[src/rtl/johnson_pkg.sv]
// Shared types and ring helpers for the Johnson sequencer.
// Ring width is fixed here; the modules take their default widths from these values.
package johnson_pkg;

   localparam int JOHNSON_WIDTH = 4;
   localparam int JOHNSON_CNT_W = 8;

   typedef enum logic [1:0] {IDLE, RUN, RECOVER} seq_state_t;
   typedef logic [JOHNSON_WIDTH-1:0]   ring_t;
   typedef logic [2*JOHNSON_WIDTH-1:0] phase_t;

   function automatic ring_t johnson_next(input ring_t q, input logic dir);
      if (dir)
         return {~q[0], q[JOHNSON_WIDTH-1:1]};
      else
         return {q[JOHNSON_WIDTH-2:0], ~q[JOHNSON_WIDTH-1]};
   endfunction

   // A legal Johnson pattern has at most one boundary between adjacent differing bits.
   function automatic logic johnson_legal(input ring_t q);
      int edges;
      edges = 0;
      for (int i = 0; i < JOHNSON_WIDTH-1; i++)
         if (q[i] != q[i+1]) edges = edges + 1;
      return (edges <= 1);
   endfunction

   function automatic phase_t johnson_phase(input ring_t q);
      int ones;
      int k;
      phase_t onehot;
      ones = 0;
      for (int i = 0; i < JOHNSON_WIDTH; i++)
         ones = ones + int'(q[i]);
      k = q[JOHNSON_WIDTH-1] ? (2*JOHNSON_WIDTH - ones) : ones;
      onehot = '0;
      if (johnson_legal(q))
         onehot = phase_t'(1) << k;
      return onehot;
   endfunction

endpackage

[src/rtl/johnson_seq_ctrl_if.sv]
// Command and status bundle between the Johnson sequencer and its controller.
interface johnson_seq_ctrl_if
   import johnson_pkg::*;
#(
   parameter int WIDTH = JOHNSON_WIDTH,
   parameter int CNT_W = JOHNSON_CNT_W
);
   logic               start;
   logic               stop;
   logic               step;
   logic               dir;
   logic [CNT_W-1:0]   run_len;
   logic               load;
   logic [WIDTH-1:0]   load_val;
   logic               err_clr;
   logic [WIDTH-1:0]   q;
   logic [2*WIDTH-1:0] phase;
   logic               busy;
   logic               done;
   logic               err;

   modport master (
      output start, stop, step, dir, run_len, load, load_val, err_clr,
      input  q, phase, busy, done, err
   );

   modport slave (
      input  start, stop, step, dir, run_len, load, load_val, err_clr,
      output q, phase, busy, done, err
   );

endinterface

[src/rtl/johnson_decode.sv]
// Combinational legality check and one-hot phase decode of the ring value.
module johnson_decode
   import johnson_pkg::*;
(
   input  ring_t  q,
   output logic   legal,
   output phase_t phase
);

   assign legal = johnson_legal(q);
   assign phase = johnson_phase(q);

endmodule

[src/rtl/johnson_seq_ctrl.sv]
// Johnson ring sequencer: run/step/load control, bounded runs and illegal-state recovery.
module johnson_seq_ctrl
   import johnson_pkg::*;
#(
   parameter int WIDTH = JOHNSON_WIDTH,
   parameter int CNT_W = JOHNSON_CNT_W
)(
   input logic               clk,
   input logic               clr,
   johnson_seq_ctrl_if.slave bus
);

   seq_state_t         state, state_next;
   logic [WIDTH-1:0]   q, q_next;
   logic [CNT_W-1:0]   count, count_next;
   logic [CNT_W-1:0]   run_len_q, run_len_next;
   logic               busy, busy_next;
   logic               done, done_next;
   logic               err, err_next;
   logic               legal;
   logic [2*WIDTH-1:0] phase;

   johnson_decode u_decode (
      .q     (q),
      .legal (legal),
      .phase (phase)
   );

   always_ff @(posedge clk or negedge clr) begin
      if (!clr) begin
         state     <= IDLE;
         q         <= '0;
         count     <= '0;
         run_len_q <= '0;
         busy      <= 1'b0;
         done      <= 1'b0;
         err       <= 1'b0;
      end else begin
         state     <= state_next;
         q         <= q_next;
         count     <= count_next;
         run_len_q <= run_len_next;
         busy      <= busy_next;
         done      <= done_next;
         err       <= err_next;
      end
   end

   // An illegal ring pre-empts every command; the following edge parks the ring at zero.
   always_comb begin
      state_next   = state;
      q_next       = q;
      count_next   = count;
      run_len_next = run_len_q;
      done_next    = 1'b0;
      err_next     = err;

      if (bus.err_clr)
         err_next = 1'b0;

      if (state == RECOVER) begin
         q_next     = '0;
         state_next = IDLE;
      end else if (!legal) begin
         state_next = RECOVER;
         err_next   = 1'b1;
      end else begin
         case (state)
            RUN: begin
               if (bus.stop) begin
                  state_next = IDLE;
               end else begin
                  q_next     = johnson_next(q, bus.dir);
                  count_next = count + 1'b1;
                  if (run_len_q != '0 && count_next == run_len_q) begin
                     state_next = IDLE;
                     done_next  = 1'b1;
                  end
               end
            end
            default: begin
               if (!bus.stop) begin
                  if (bus.start) begin
                     state_next   = RUN;
                     run_len_next = bus.run_len;
                     count_next   = '0;
                  end else if (bus.load) begin
                     q_next = bus.load_val;
                  end else if (bus.step) begin
                     q_next = johnson_next(q, bus.dir);
                  end
               end
            end
         endcase
      end

      busy_next = (state_next == RUN);
   end

   assign bus.q     = q;
   assign bus.phase = phase;
   assign bus.busy  = busy;
   assign bus.done  = done;
   assign bus.err   = err;

endmodule

[src/flat_wrapper.sv]
// flat-port wrapper written by rule: the top's interface ports become plain ports
module johnson_seq_ctrl_flat import johnson_pkg::*;
#(
   parameter int WIDTH = JOHNSON_WIDTH,
   parameter int CNT_W = JOHNSON_CNT_W
)
  (clk, clr, bus_start, bus_stop, bus_step, bus_dir, bus_run_len, bus_load, bus_load_val, bus_err_clr, bus_q, bus_phase, bus_busy, bus_done, bus_err);
  johnson_seq_ctrl_if #(.WIDTH(WIDTH), .CNT_W(CNT_W)) bus_i ();
  input logic clk;
  input logic clr;
  input wire logic [$bits(bus_i.start)-1:0] bus_start;
  input wire logic [$bits(bus_i.stop)-1:0] bus_stop;
  input wire logic [$bits(bus_i.step)-1:0] bus_step;
  input wire logic [$bits(bus_i.dir)-1:0] bus_dir;
  input wire logic [$bits(bus_i.run_len)-1:0] bus_run_len;
  input wire logic [$bits(bus_i.load)-1:0] bus_load;
  input wire logic [$bits(bus_i.load_val)-1:0] bus_load_val;
  input wire logic [$bits(bus_i.err_clr)-1:0] bus_err_clr;
  output wire logic [$bits(bus_i.q)-1:0] bus_q;
  output wire logic [$bits(bus_i.phase)-1:0] bus_phase;
  output wire logic [$bits(bus_i.busy)-1:0] bus_busy;
  output wire logic [$bits(bus_i.done)-1:0] bus_done;
  output wire logic [$bits(bus_i.err)-1:0] bus_err;
  assign bus_i.start = bus_start;
  assign bus_i.stop = bus_stop;
  assign bus_i.step = bus_step;
  assign bus_i.dir = bus_dir;
  assign bus_i.run_len = bus_run_len;
  assign bus_i.load = bus_load;
  assign bus_i.load_val = bus_load_val;
  assign bus_i.err_clr = bus_err_clr;
  assign bus_q = bus_i.q;
  assign bus_phase = bus_i.phase;
  assign bus_busy = bus_i.busy;
  assign bus_done = bus_i.done;
  assign bus_err = bus_i.err;
  johnson_seq_ctrl #(.WIDTH(WIDTH), .CNT_W(CNT_W)) u_core (.clk(clk), .clr(clr), .bus(bus_i));
endmodule
[config.mk]
export PLATFORM = sky130hd
export DESIGN_NAME = johnson_seq_ctrl_flat
export DESIGN_NICKNAME = d
export VERILOG_FILES = /design/src/rtl/johnson_pkg.sv /design/src/rtl/johnson_seq_ctrl_if.sv /design/src/rtl/johnson_decode.sv /design/src/rtl/johnson_seq_ctrl.sv /design/src/flat_wrapper.sv
export SDC_FILE = /design/constraint.sdc
export NUM_CORES = 1
export LEC_CHECK = 0
export ABC_CLOCK_PERIOD_IN_PS = 3000
export BUFFER_PORTS_ARGS = -buffer_cell sky130_fd_sc_hd__buf_2
export CORE_ASPECT_RATIO = 0.5
export CORE_UTILIZATION = 30
export DETAILED_ROUTE_END_ITERATION = 8
export PLACE_DENSITY = 0.52
export SYNTH_ARGS = -nofsm -noshare
export SYNTH_HDL_FRONTEND = slang
export SYNTH_SLANG_ARGS = --single-unit
[constraint.sdc]
create_clock -name clk -period 3 [get_ports clk]
set_clock_uncertainty 0.2 [all_clocks]
set_input_delay 0 -clock clk [delete_from_list [all_inputs] [get_ports clk]]
set_output_delay 0 -clock clk [all_outputs]
set_load 0.1 [all_outputs]
# [Yosys cells after proc, flatten, opt, wreduce, memory -nomap -nowiden]
# Index checks and enable logic that the tools add are counted.
[word_totals] ff_bits=25 latch_bits=0 ram_bits=0 mem_bits_ro=0 out_inout_bits=15 n_memories=0
[op_classes] addsub=7 multipliers=0 div_mod_pow=0 magnitude_cmp=1 n_eq_ne=9 shift=1 n_mux=33 bitwise_logic=5 reduce_logical=8
[op_table] operator="$mux 32" count=3
[op_table] operator="$add 32x2->32 const B" count=2
[op_table] operator="$mux 8" count=5
[op_table] operator="$mux 4" count=9
[op_table] operator="$le 32x2->1 const B" count=1
[op_table] operator="$shl 1x32->8 const A" count=1
[op_table] operator="$mux 2" count=7
[op_table] operator="$mux 1" count=9
[op_table] operator="$add 8x1->8 const B" count=1
[op_table] operator="$eq 8x8->1" count=1
[op_table] operator="$reduce_and 4->1" count=2
[op_table] operator="$reduce_bool 8->1" count=1
[op_table] operator="$not 1->1" count=5
[op_table] operator="$reduce_and 5->1" count=1
[op_table] operator="$sub 4x4->5 const A" count=1
[op_table] operator="$add 3x1->4" count=1
[op_table] operator="$eq 2x1->1 const B" count=2
[op_table] operator="$reduce_bool 2->1" count=2
[op_table] operator="$reduce_bool 4->1" count=1
[op_table] operator="$add 2x1->3" count=1
[op_table] operator="$ne 1x1->1" count=3
[op_table] operator="$ne 3x1->1 const B" count=1
[op_table] operator="$add 1x1->2" count=1
[op_table] operator="$eq 2x2->1 const B" count=1
[op_table] operator="other kinds (2)" count=2

# [Longest topological paths before layout]
[logic_depth] word_depth=10 ltp_mapped=13 depth_no_buf=12

# [Modules after synthesis]
# From an unflattened synthesis, not the netlist that was laid out.
[unflattened] hier_cells=199 area_unflattened_um2=1775.5
[by_module_without_submodules] mod="johnson_seq_ctrl" n_inst=1 cells_per_inst=149 area_per_inst_um2=1432.6
[by_module_without_submodules] mod="johnson_decode" n_inst=1 cells_per_inst=50 area_per_inst_um2=342.8

# [Worst setup path after synthesis]
# No wires, ideal clock.
[synth_timing] kind="register to output" start="register u_core.q[3] (netlist: u_core.bus.q[3])" end="output port bus_phase[3]" arrival_ns=4.266 required_time_ns=2.800 setup_slack_ns=-1.466 stages_incl_launch_ff=14 path_buffers=1 cell_sequence="dfrtp_1 buf_2 inv_1 fa_1 inv_1 ha_1 inv_1 ha_1 inv_1 ha_1 nand2b_1 xnor2_1 or2_2 nor2_1"
[synth_between] elab_chain_cells=5 word_cells_on_any_way=8 cone_classes="2 x add/sub; 1 x order compare; 1 x eq/ne; 1 x shift; 3 x mux"
[synth_rtl] item="from (decl)" line="johnson_seq_ctrl.sv:14" text="logic [WIDTH-1:0] q, q_next;"
[synth_rtl] item="from (signal assigned)" line="johnson_seq_ctrl.sv:40" text="q <= q_next;"
[synth_rtl] item="$add 3x1->4" line="johnson_pkg.sv:34" text="ones = ones + int'(q[i]);"
[synth_rtl] item="$sub 4x4->5" line="johnson_pkg.sv:35" text="k = q[JOHNSON_WIDTH-1] ? (2*JOHNSON_WIDTH - ones) : ones;"
[synth_rtl] item="$mux 32" line="johnson_pkg.sv:35"
[synth_rtl] item="$shl 1x32->8" line="johnson_pkg.sv:38" text="onehot = phase_t'(1) << k;"
[synth_rtl] item="$mux 8 *" line="johnson_pkg.sv:37" text="if (johnson_legal(q))"
[synth_rtl] item="to (decl)" line="flat_wrapper.sv:20" text="output wire logic [$bits(bus_i.phase)-1:0] bus_phase;"
# Every way passes the cells marked *; elsewhere a longest branch is shown, timed or not.

# [Final worst setup path]
# Same ends and word-level chain as after synthesis.

==> run_summary.xml <==
<?xml version="1.0" encoding="UTF-8"?>
<metrics>
  <group name="synth">
    <metric name="postSynth.asyncResetShare" unit="">1.000</metric>
    <metric name="ys_types" unit="">49</metric>
    <metric name="synth_xor_area_frac" unit="">0.06975</metric>
    <metric name="synth_top_flop_cell" unit="">dfrtp_1</metric>
    <metric name="synth.yosys.seq_area_share" unit="">0.3559</metric>
    <metric name="synthesis.instances" unit="">188</metric>
    <metric name="postSynthRegisterBits" unit="">25</metric>
    <metric name="yosys-top-cells-area" unit="">dfrtp_1 (36%), ha_1 (7.1%), mux2_2 (5.8%)</metric>
    <metric name="synth_compound_area_frac" unit="">0.1331</metric>
    <metric name="yosys_warnings" unit="">0</metric>
    <metric name="post_synth_fa_ha_maj_area_fraction" unit="">0.08256</metric>
    <metric name="post_synthesis_cell_area" unit="µm²">1758</metric>
    <metric name="synth_top_area_share" unit="">0.3559</metric>
    <metric name="postSynthAreaPerCell" unit="µm²">9.351</metric>
    <metric name="post_synth_mux_area_share" unit="">0.09751</metric>
    <metric name="synth_enable_flop_cells" unit="">0</metric>
    <metric name="synth_top_family_by_area" unit="">simple AND/OR/NAND/NOR gates</metric>
    <metric name="synth_simple_gate_area_share" unit="">0.1922</metric>
    <metric name="mappedNetlistNets" unit="">219</metric>
    <metric name="post-synth-top-area-cell" unit="">dfrtp_1</metric>
  </group>
  <group name="floorplan">
    <metric name="die_y" unit="µm">56.13</metric>
    <metric name="fp.dieArea" unit="µm²">6189</metric>
    <metric name="die_width" unit="µm">110.3</metric>
    <metric name="design.portCount" unit="">35</metric>
    <metric name="starting_density" unit="">0.3160</metric>
    <metric name="core.rowCount" unit="">19</metric>
    <metric name="core_area" unit="µm²">5563</metric>
  </group>
  <group name="sta">
    <metric name="timing.final.setup_violations" unit="">4</metric>
    <metric name="max_freq" unit="MHz">328.6</metric>
    <metric name="worstMarginPinSlew" unit="ps">570.2</metric>
    <metric name="max-slew-margin-rel" unit="">0.6199</metric>
    <metric name="timing.final.max_slew_violations" unit="">0</metric>
    <metric name="hold_violations" unit="">0</metric>
    <metric name="postLayoutSetupSlackWorst" unit="ps">-43.27</metric>
    <metric name="final.min_clock_period" unit="ps">3043</metric>
    <metric name="setup-tns-final" unit="ps">-161.3</metric>
    <metric name="fin_crit_share" unit="">1.014</metric>
    <metric name="rsz0062_at_grt" unit="">yes</metric>
  </group>
  <group name="critical_path">
    <metric name="worstSetupPathType" unit="">reg2out</metric>
    <metric name="timing.critical_path.from_type" unit="">flip-flop</metric>
    <metric name="endpoint_kind" unit="">output pin</metric>
    <metric name="cp.arrival" unit="ps">2840</metric>
    <metric name="crit_path_max_fanout" unit="">4</metric>
    <metric name="timing.critical_path.required" unit="ps">2800</metric>
  </group>
  <group name="final_layout">
    <metric name="layout.cells.non_filler" unit="">314</metric>
    <metric name="post-route-cell-area" unit="µm²">2512</metric>
    <metric name="final_layout_size_suffix_gt1_frac" unit="">0.3817</metric>
    <metric name="areaGrowthSynthToFinish" unit="%">42.92</metric>
    <metric name="seq_area" unit="µm²">636.9</metric>
    <metric name="insertedDiodeCount" unit="">0</metric>
    <metric name="number_of_nets_in_the_finished_design" unit="">273</metric>
    <metric name="multi_input_comb_area" unit="µm²">1127</metric>
    <metric name="fin_util" unit="">0.4516</metric>
    <metric name="fillerInstances" unit="">557</metric>
  </group>
  <group name="detailed_routing">
    <metric name="route.detailed.wl_per_inst" unit="µm">12.94</metric>
    <metric name="wl" unit="mm">4.063</metric>
    <metric name="drt-initial-drc-count" unit="">24</metric>
    <metric name="viasPerCell" unit="">4.780</metric>
    <metric name="number_of_drc_violations_after_detailed_routing" unit="">0</metric>
    <metric name="drtAntennaViolNets" unit="">0</metric>
    <metric name="detail_route.first_pass.iterations" unit="">4</metric>
    <metric name="dr_vias" unit="">1501</metric>
  </group>
  <group name="clock_tree">
    <metric name="clock-root-buffer" unit="">clkbuf_16</metric>
    <metric name="h-tree-depth" unit="">1</metric>
    <metric name="cts_tree" unit="">yes</metric>
    <metric name="numCtsBuffers" unit="">3</metric>
    <metric name="clk_pin_slew" unit="ps">60</metric>
    <metric name="clock_sink_count" unit="">25</metric>
    <metric name="clock_path_buffers" unit="">2</metric>
    <metric name="clk_latency" unit="ps">260</metric>
  </group>
  <group name="placed_design">
    <metric name="io_buffer_count" unit="">34</metric>
    <metric name="place_congestion" unit="">0.8258</metric>
    <metric name="numPlacedInstances" unit="">288</metric>
    <metric name="placement.cell_area" unit="µm²">2220</metric>
    <metric name="hpwl_detailed" unit="mm">3.067</metric>
  </group>
  <group name="grt">
    <metric name="first_global_vias" unit="">1560</metric>
    <metric name="globalRouteTotalUtil" unit="">0.1479</metric>
    <metric name="number_of_antenna_violations_at_the_first_check_in_global_routing" unit="">0</metric>
    <metric name="overflow" unit="">0</metric>
    <metric name="grt_pass1_wl" unit="mm">7.113</metric>
    <metric name="grt_max_degree" unit="">26</metric>
  </group>
  <group name="worst_hold_path">
    <metric name="holdCritPathClass" unit="">in2reg</metric>
  </group>
  <group name="job">
    <metric name="drv_cap" unit="">0</metric>
  </group>
  <group name="outcome">
    <metric name="run_status" unit="">finished, violations left</metric>
    <metric name="violated_checks" unit="">negative setup slack</metric>
  </group>
</metrics>
## through the flow
stage          setup WS, ps  hold slack (ps)
2_1_floorplan        -231.6           -495.6
5_1_grt              -137.9            85.19
6_report             -43.27            32.27
4_1_cts              -64.68            28.87
3_5_place_dp          144.4           -168.3
3_3_place_gp          175.2           -169.3
## cell usage after synthesis (3+ instances only)
cell type,n
mux2_2,9
nand3_1,6
nand2_1,16
xor2_1,6
dfrtp_1,25
o21ai_0,9
nor2_1,18
ha_1,10
inv_1,17
a21oi_1,5
a22o_1,5
xnor2_1,8
mux2i_1,7
a211o_1,3
## worst max-delay path: stages, from the launching register on
cell	delay, ps
dfrtp_4	490
inv_4	60
fa_1	410
inv_1	70
ha_2	180
inv_2	50
ha_4	250
inv_2	40
ha_4	140
nand2b_4	140
xnor2_2	130
or2_4	310
nor2_4	120
buf_12	180
## kinds of logic (layout without fill, tap and decap cells)
family | Yosys count | in the layout
compound gates | 33 | 33
simple gates | 64 | 64
mux | 16 | 16
buf+inv | 25 | 78
xor+xnor | 14 | 14
flops | 25 | 25
fa+ha+maj | 11 | 11
## final timing paths
check | startpoint | end | slack, ps | cells after the start
max | u_core.bus.q[3] | bus_phase[3] | -40 | 13
min | bus_load_val[2] | u_core.bus.q[2] | 30 | 4
min reg2reg | u_core.run_len_q[4] | u_core.run_len_q[4] | 340 | 1
max in group asynchronous | clr | u_core.bus.q[3] | 2110 | 2
min in group asynchronous | clr | u_core.run_len_q[2] | 60 | 2
max reg2reg | u_core.bus.q[0] | u_core.bus.q[2] | 220 | 8
## flip-flops by register name, indices dropped and copies added, names as in the netlist
signal and flops:
u_core.state 2, u_core.bus.busy 1, u_core.count 8, u_core.run_len_q 8
u_core.bus.q 4, u_core.bus.done 1, u_core.bus.err 1
## layout make-up
cell class | count | area share
multi-input cells | 138 | 0.4487
flip-flops and latches | 25 | 0.2535
inverters | 17 | 0.02739
repair buffers | 57 | 0.2012
clock buffers | 3 | 0.02988
clock inverters | 1 | 0.002988
well taps | 73 | 0.03635
## metal layers
metal | track usage | vias up | part of all wire
li1 | - | 755 | -
met4 | 0.02256 | 0 | 0.0089
met3 | 0.04215 | 5 | 0.043
met2 | 0.2529 | 23 | 0.49
met5 | 0 | - | 0
met1 | 0.1883 | 718 | 0.46
## placed cells by master (no fill, tap or decap), types with 7 or more instances in the layout
master,n
buf_2,26
dfrtp_1,22
dlygate4sd3_1,17
nand2_1,13
inv_1,12
nor2_1,10
o21ai_0,9
mux2_2,9
nor2_4,8
buf_12,8
xnor2_1,7
mux2i_1,7
ha_1,7
## timing repair
action,CTS,global route
hold buffers,17,0
setup endpoints to repair,8,8
pin swaps,6,5
setup buffers,4,1
hold endpoints to repair,40,0
resized for setup,3,0
cloned,0,0
Power is not shown: default switching activity piles up to over one toggle a cycle in this logic, so the estimate is an artifact.
